==> config.mk <==
export PLATFORM = sky130hd
export DESIGN_NAME = rv_word_unpacker
export DESIGN_NICKNAME = d
export VERILOG_FILES = /design/src/rtl/rv_word_unpacker.sv
export SDC_FILE = /design/constraint.sdc
export NUM_CORES = 1
export LEC_CHECK = 0
export ABC_AREA = 0
export CAP_MARGIN = 10
export CORE_MARGIN = 1
export CORE_UTILIZATION = 53
export DETAILED_ROUTE_END_ITERATION = 12
export PLACE_DENSITY = 0.85
export SKIP_LAST_GASP = 1
export SYNTH_ARGS = -nofsm -noshare
export SYNTH_HDL_FRONTEND = slang
export SYNTH_SLANG_ARGS = --single-unit
==> constraint.sdc <==
create_clock -name clk -period 5.2 [get_ports clk]
set_input_delay 0.52 -clock clk [delete_from_list [all_inputs] [get_ports clk]]
set_output_delay 0.52 -clock clk [all_outputs]
set_load 0.05 [all_outputs]
==> src/rtl/rv_word_unpacker.sv <==
// rtl/rv_word_unpacker.sv - buffers 64-bit words in a small FIFO and serializes each into ELEM_W lanes
//
// Ports:
//   clk        in   rising-edge clock
//   reset      in   asynchronous active-high reset
//   in_valid   in   upstream word valid
//   in_ready   out  a word can be accepted (registered count only)
//   in_data    in   upstream word, WORD_W bits
//   out_valid  out  an element is available
//   out_ready  in   downstream accepts the element
//   out_data   out  current element, ELEM_W bits (zero when out_valid is low)
//   out_idx    out  lane index of the current element within its word
//   out_last   out  current element is the last lane of its word
//   count      out  words held, including the word being drained
//
// Build option: UNPACK_MSB_FIRST_EN selects most-significant-lane-first order.

module rv_word_unpacker #(
  parameter int WORD_W = 64,
  parameter int ELEM_W = 16,
  parameter int DEPTH  = 2,
  localparam int N     = WORD_W / ELEM_W,
  localparam int IDX_W = (N > 1) ? $clog2(N) : 1,
  localparam int CNT_W = $clog2(DEPTH + 1)
) (
  input  logic              clk,
  input  logic              reset,
  input  logic              in_valid,
  output logic              in_ready,
  input  logic [WORD_W-1:0] in_data,
  output logic              out_valid,
  input  logic              out_ready,
  output logic [ELEM_W-1:0] out_data,
  output logic [IDX_W-1:0]  out_idx,
  output logic              out_last,
  output logic [CNT_W-1:0]  count
);

  localparam int PTR_W = $clog2(DEPTH);
  localparam logic [IDX_W-1:0] LAST_IDX = IDX_W'(N - 1);
  localparam logic [CNT_W-1:0] FULL_CNT = CNT_W'(DEPTH);
  localparam logic [CNT_W-1:0] ONE_CNT  = CNT_W'(1);

  typedef enum logic {
    ST_EMPTY,
    ST_DRAIN
  } state_t;

  state_t state;
  state_t state_nxt;

  logic [WORD_W-1:0] mem [DEPTH];
  logic [PTR_W-1:0]  wr_ptr;
  logic [PTR_W-1:0]  rd_ptr;
  logic              push;
  logic              pop;
  logic              elem_fire;
  logic [WORD_W-1:0] head;
  logic [ELEM_W-1:0] lanes [N];

  // Full is judged from the registered count alone, so a same-cycle pop never
  // opens the input and there is no combinational out_ready -> in_ready path.
  assign in_ready  = !reset && (count < FULL_CNT);
  assign push      = in_valid && in_ready;
  assign elem_fire = out_valid && out_ready;
  assign pop       = elem_fire && (out_idx == LAST_IDX);
  assign head      = mem[rd_ptr];
  assign out_last  = out_valid && (out_idx == LAST_IDX);

  // Lane slicing of the head word; order fixed at build time.
  for (genvar k = 0; k < N; k++) begin : g_lane
`ifdef UNPACK_MSB_FIRST_EN
    assign lanes[k] = head[WORD_W-1-k*ELEM_W -: ELEM_W];
`else
    assign lanes[k] = head[k*ELEM_W +: ELEM_W];
`endif
  end

  // Stale FIFO contents must never leak out, so the element bus is gated.
  always_comb begin
    out_data = '0;
    if (out_valid) begin
      out_data = lanes[out_idx];
    end
  end

  always_ff @(posedge clk or posedge reset) begin
    if (reset) begin
      state <= ST_EMPTY;
    end else begin
      state <= state_nxt;
    end
  end

  // EMPTY holds no words; DRAIN presents the head word lane by lane. The
  // state leaves DRAIN only when the last word's final lane goes out with no
  // replacement arriving on the same edge.
  always_comb begin
    state_nxt = state;
    out_valid = 1'b0;
    case (state)
      ST_EMPTY: begin
        if (push) begin
          state_nxt = ST_DRAIN;
        end
      end
      ST_DRAIN: begin
        out_valid = 1'b1;
        if (pop && !push && (count == ONE_CNT)) begin
          state_nxt = ST_EMPTY;
        end
      end
      default: begin
        state_nxt = ST_EMPTY;
      end
    endcase
  end

  // Word storage carries no reset; a slot is only read after it is written.
  always_ff @(posedge clk) begin
    if (push) begin
      mem[wr_ptr] <= in_data;
    end
  end

  // Pointers wrap naturally because DEPTH is a power of two.
  always_ff @(posedge clk or posedge reset) begin
    if (reset) begin
      wr_ptr  <= '0;
      rd_ptr  <= '0;
      count   <= '0;
      out_idx <= '0;
    end else begin
      if (push) begin
        wr_ptr <= wr_ptr + PTR_W'(1);
      end
      if (pop) begin
        rd_ptr <= rd_ptr + PTR_W'(1);
      end
      if (push && !pop) begin
        count <= count + ONE_CNT;
      end else if (pop && !push) begin
        count <= count - ONE_CNT;
      end
      if (elem_fire) begin
        out_idx <= pop ? '0 : out_idx + IDX_W'(1);
      end
    end
  end

endmodule

==> flow_summary.html <==
<table>
<tr><th>Metric</th><th>Value</th></tr>
<tr><th colspan="2">Timing</th></tr>
<tr><td>Highest clock frequency the design can meet</td><td>0.253 GHz</td></tr>
<tr><td>Unrepaired setup endpoints after global routing</td><td>false</td></tr>
<tr><td>Max-slew violations</td><td>0</td></tr>
<tr><td>Slew Limit Headroom</td><td>33.0%</td></tr>
<tr><td>Count of endpoints failing hold in the final timing report</td><td>0</td></tr>
<tr><td>Sum of negative setup slack</td><td>0 ns</td></tr>
<tr><td>Final Hold Slack</td><td>0.321 ns</td></tr>
<tr><td>Number of failing setup endpoints in the final timing report</td><td>0</td></tr>
<tr><td>Slew @ Worst Pin</td><td>1.00 ns</td></tr>
<tr><td>Largest clock skew in the final design</td><td>0.00662 ns</td></tr>
<tr><td>Fraction of the cycle the final worst path needs</td><td>76.0%</td></tr>
<tr><td>Clock period minus final worst setup slack</td><td>3.95 ns</td></tr>
<tr><th colspan="2">Setup path</th></tr>
<tr><td>Number of cells on the worst reg-to-reg path</td><td>3</td></tr>
<tr><td>Critical Path Source</td><td>out_idx[1]</td></tr>
<tr><td>Data arrival time of the critical path</td><td>3.43 ns</td></tr>
<tr><td>Maximum single-stage delay on the critical path</td><td>0.85 ns</td></tr>
<tr><td>Buffering stage count on the worst path with inverters included</td><td>1</td></tr>
<tr><td>Kind of launch point of the worst setup path</td><td>flop</td></tr>
<tr><td>Cell chain of the critical path</td><td>nand2b_1, o221ai_1, a21oi_1, clkdlybuf4s50_1</td></tr>
<tr><td>Critical path's top delay family</td><td>flip-flops</td></tr>
<tr><td>Worst-path cell with the longest stage delay</td><td>sky130_fd_sc_hd__dfrtp_1</td></tr>
<tr><td>Register-to-register path setup slack</td><td>2.65 ns</td></tr>
<tr><td>Largest fanout on the critical path</td><td>21</td></tr>
<tr><td>Worst setup EP type</td><td>output port</td></tr>
<tr><td>Crit path kind</td><td>reg2out</td></tr>
<tr><td>Critical register-to-register path endpoint</td><td>mem[1][5]</td></tr>
<tr><td>Reg2Reg Launch Point</td><td>count[1]</td></tr>
<tr><td>CP required</td><td>4.68 ns</td></tr>
<tr><th colspan="2">Route</th></tr>
<tr><td>Routed wl met2</td><td>4.99 mm</td></tr>
<tr><td>Met3 routed wirelength</td><td>543 um</td></tr>
<tr><td>Routed WL</td><td>9.84 mm</td></tr>
<tr><td>Wirelength per Cell</td><td>19.0 um</td></tr>
<tr><td>Count of nets left with antenna violations after detail routing</td><td>0</td></tr>
<tr><td>Iteration-0 DRC Markers</td><td>206</td></tr>
<tr><td>Top Layer Used</td><td>met4</td></tr>
<tr><td>Via-per-instance ratio</td><td>5.46</td></tr>
<tr><td>Residual DRC count</td><td>0</td></tr>
<tr><td>Met1 wire length</td><td>4.09 mm</td></tr>
<tr><td>DR vias</td><td>2,827</td></tr>
<tr><td>Router iterations before antenna repair</td><td>4</td></tr>
<tr><th colspan="2">Logic synthesis</th></tr>
<tr><td>Post-synthesis cell type count</td><td>33</td></tr>
<tr><td>Post-synth design cell area</td><td>0.00544 mm^2</td></tr>
<tr><td>Sequential share of the synthesized area</td><td>73.9%</td></tr>
<tr><td>Post-synthesis register bit count</td><td>135</td></tr>
<tr><td>Number of synthesis warnings</td><td>0</td></tr>
<tr><td>Total nets after synthesis</td><td>346</td></tr>
<tr><td>Average cell area after synthesis</td><td>19.8 um^2</td></tr>
<tr><td>Post-synthesis instance total</td><td>274</td></tr>
<tr><th colspan="2">Pwr</th></tr>
<tr><td>Leakage Power</td><td>2.43 nW</td></tr>
<tr><td>Worst vdd ir</td><td>0.000406 V</td></tr>
<tr><td>Total power density per cell area</td><td>615 mW/mm^2</td></tr>
<tr><th colspan="2">Placed design</th></tr>
<tr><td>Placed cell count</td><td>486</td></tr>
<tr><td>Final Wtd Congestion</td><td>0.804</td></tr>
<tr><td>Detail Placement HPWL</td><td>6.21 mm</td></tr>
<tr><td>Buffers on Ports</td><td>90</td></tr>
<tr><th colspan="2">Clock network</th></tr>
<tr><td>Clock Pin Slew Worst Setup and Hold Paths</td><td>0.06 ns</td></tr>
<tr><td>Cts-stage hold buffer count</td><td>0</td></tr>
<tr><td>Clock buffer count from CTS</td><td>17</td></tr>
<tr><td>TritonCTS clock tree</td><td>done</td></tr>
<tr><td>Insertion delay to the later sink of the worst-skew pair</td><td>0.51 ns</td></tr>
<tr><td>Number of cells upsized or downsized after cts</td><td>0</td></tr>
<tr><td>Clock sink total</td><td>135</td></tr>
<tr><td>Clk root buf</td><td>sky130_fd_sc_hd__clkbuf_8</td></tr>
<tr><td>Setup Buffers After CTS</td><td>0</td></tr>
<tr><td>Maximum number of buffers from clock root to sink</td><td>2</td></tr>
<tr><td>Htree depth</td><td>4</td></tr>
<tr><th colspan="2">Cells and area</th></tr>
<tr><td>Count of fill cells added during filler insertion</td><td>609</td></tr>
<tr><td>Layout overhead on the synthesized area</td><td>28.8%</td></tr>
<tr><td>Register area</td><td>0.00402 mm^2</td></tr>
<tr><td>Proportion of layout cells with a drive suffix above 1</td><td>21.6%</td></tr>
<tr><td>Top library cells by usage in the layout, fill and taps aside</td><td>sky130_fd_sc_hd__edfxtp_1, sky130_fd_sc_hd__clkdlybuf4s50_1, sky130_fd_sc_hd__mux2_2</td></tr>
<tr><td>Number of standard cells in the final layout excluding fillers</td><td>518</td></tr>
<tr><td>Commonest non-fill, non-tap cell in the layout</td><td>sky130_fd_sc_hd__edfxtp_1</td></tr>
<tr><td>Total area of multi-input combinational cells</td><td>0.00123 mm^2</td></tr>
<tr><td>Net count of the finished layout</td><td>444</td></tr>
<tr><td>Inserted Diodes</td><td>0</td></tr>
<tr><th colspan="2">Die</th></tr>
<tr><td>Effective utilization at floorplan</td><td>55.1%</td></tr>
<tr><td>Die extent in y</td><td>103 um</td></tr>
<tr><td>Die X</td><td>103 um</td></tr>
<tr><td>Standard cell core area</td><td>0.00986 mm^2</td></tr>
<tr><td>Number of rows created at floorplan</td><td>36</td></tr>
<tr><td>Full die area</td><td>0.0107 mm^2</td></tr>
<tr><td>Number of top-level pins</td><td>91</td></tr>
<tr><th colspan="2">Status</th></tr>
<tr><td>Run status</td><td>finished clean</td></tr>
<tr><th colspan="2">Min path</th></tr>
<tr><td>Worst Hold Class</td><td>in2async</td></tr>
<tr><th colspan="2">Global routing</th></tr>
<tr><td>Maximum number of pins on one net before global-route repair</td><td>42</td></tr>
<tr><td>Global routing usage summed across all routing layers</td><td>20.3%</td></tr>
<tr><td>Via count of the first global-routing pass</td><td>2,972</td></tr>
<tr><td>Total gr overflow</td><td>0</td></tr>
<tr><td>Global-route wire length before repair</td><td>15.1 mm</td></tr>
<tr><td>Initial antenna violation count</td><td>0</td></tr>
<tr><th colspan="2">Flow run</th></tr>
<tr><td>Max-cap violations</td><td>0</td></tr>
</table>
[layout make-up]
class | instances | area share [%]
multi-input cells | 104 | 17.5
well taps | 133 | 2.38
clock inverters | 11 | 2.22
flip-flops and latches | 135 | 57.4
inverters | 20 | 1.07
clock buffers | 21 | 6.13
repair buffers | 94 | 13.3
[power breakdown]
part           switching, mW  internal, mW
sequential             0.157          1.34
clock                  0.405         0.771
combinational          0.973         0.660
total                   1.54          2.78
[cells by family (layout without fill, tap and decap cells)]
group                    count (synthesis)  in the layout  share of synthesized area, %
adder cells (fa/ha/maj)                  4              4                         0.921
buffers and inverters                   35            146                          3.66
multiplexers                            49             49                          14.5
flip-flops                             135            135                          73.9
AO/OA/AOI/OAI                           35             35                          5.11
AND/OR/NAND/NOR                         12             12                          1.22
XOR/XNOR                                 4              4                         0.645
[metal layers]
metal	vias to the layer above	track usage (%)
li1	1298	-
met1	1410	25.4
met2	104	32.6
met3	15	6.85
met4	0	8.88
met5	-	0
[state kept, by name (all words and copies together) (netlist names)]
register and flops:
mem 128, count 2, out_idx 2, rd_ptr 1, state 1, wr_ptr 1
[Yosys cell counts (all sizes together)]
| master | n | area (um^2) |
|---|---|---|
| a21oi | 16 | 87.6 |
| edfxtp | 128 | 3840 |
| inv | 16 | 60.1 |
| nor3b | 1 | 12.5 |
| clkinv | 4 | 15.0 |
| mux4 | 16 | 379 |
| nand2 | 2 | 7.51 |
| clkbuf | 1 | 3.75 |
| a31oi | 1 | 6.26 |
| or2 | 1 | 6.26 |
| and2 | 2 | 12.5 |
| dfrtp | 7 | 175 |
| nand2b | 1 | 6.26 |
| ha | 4 | 50.1 |
| o21ai | 1 | 5.00 |
| a21o | 1 | 7.51 |
| buf | 14 | 120 |
| o221ai | 16 | 171 |
| nor3 | 1 | 5.00 |
| mux2 | 33 | 409 |
| nor2 | 3 | 11.3 |
| xnor2 | 3 | 26.3 |
| xor2 | 1 | 8.76 |
| nand3 | 1 | 5.00 |
[per-stage QoR]
step                      util [%]  area, um^2  setup slack [ns]  power, mW
after floorplan                  -        5440             0.995       2.69
after global placement        65.1        6420              1.81       3.12
after detailed placement      65.1        6420              1.80       3.16
after CTS                     71.0        7000              1.24       4.34
after global routing          71.0        7000              1.07       4.48
final                         71.0        7000              1.25       4.31
[how the worst max path moves through the flow]
stage | end | slack, ns | cells past startpoint
after global routing | out_data[13] | 1.07 | 4
after global placement | out_data[2] | 1.81 | 5
after CTS | out_data[2] | 1.24 | 5
final | out_data[9] | 1.25 | 4
after floorplan | mem[0][0] | 1.0 | 3
after detailed placement | out_data[13] | 1.80 | 4
[worst register-to-register path: cells and delay by family, from the launching register on]
family | cells | cell delay [ns]
buffers and inverters | 1 | 0.50
AND/OR/NAND/NOR | 2 | 1.27
flip-flops | 1 | 0.43
(Power assumes the default switching activity.)
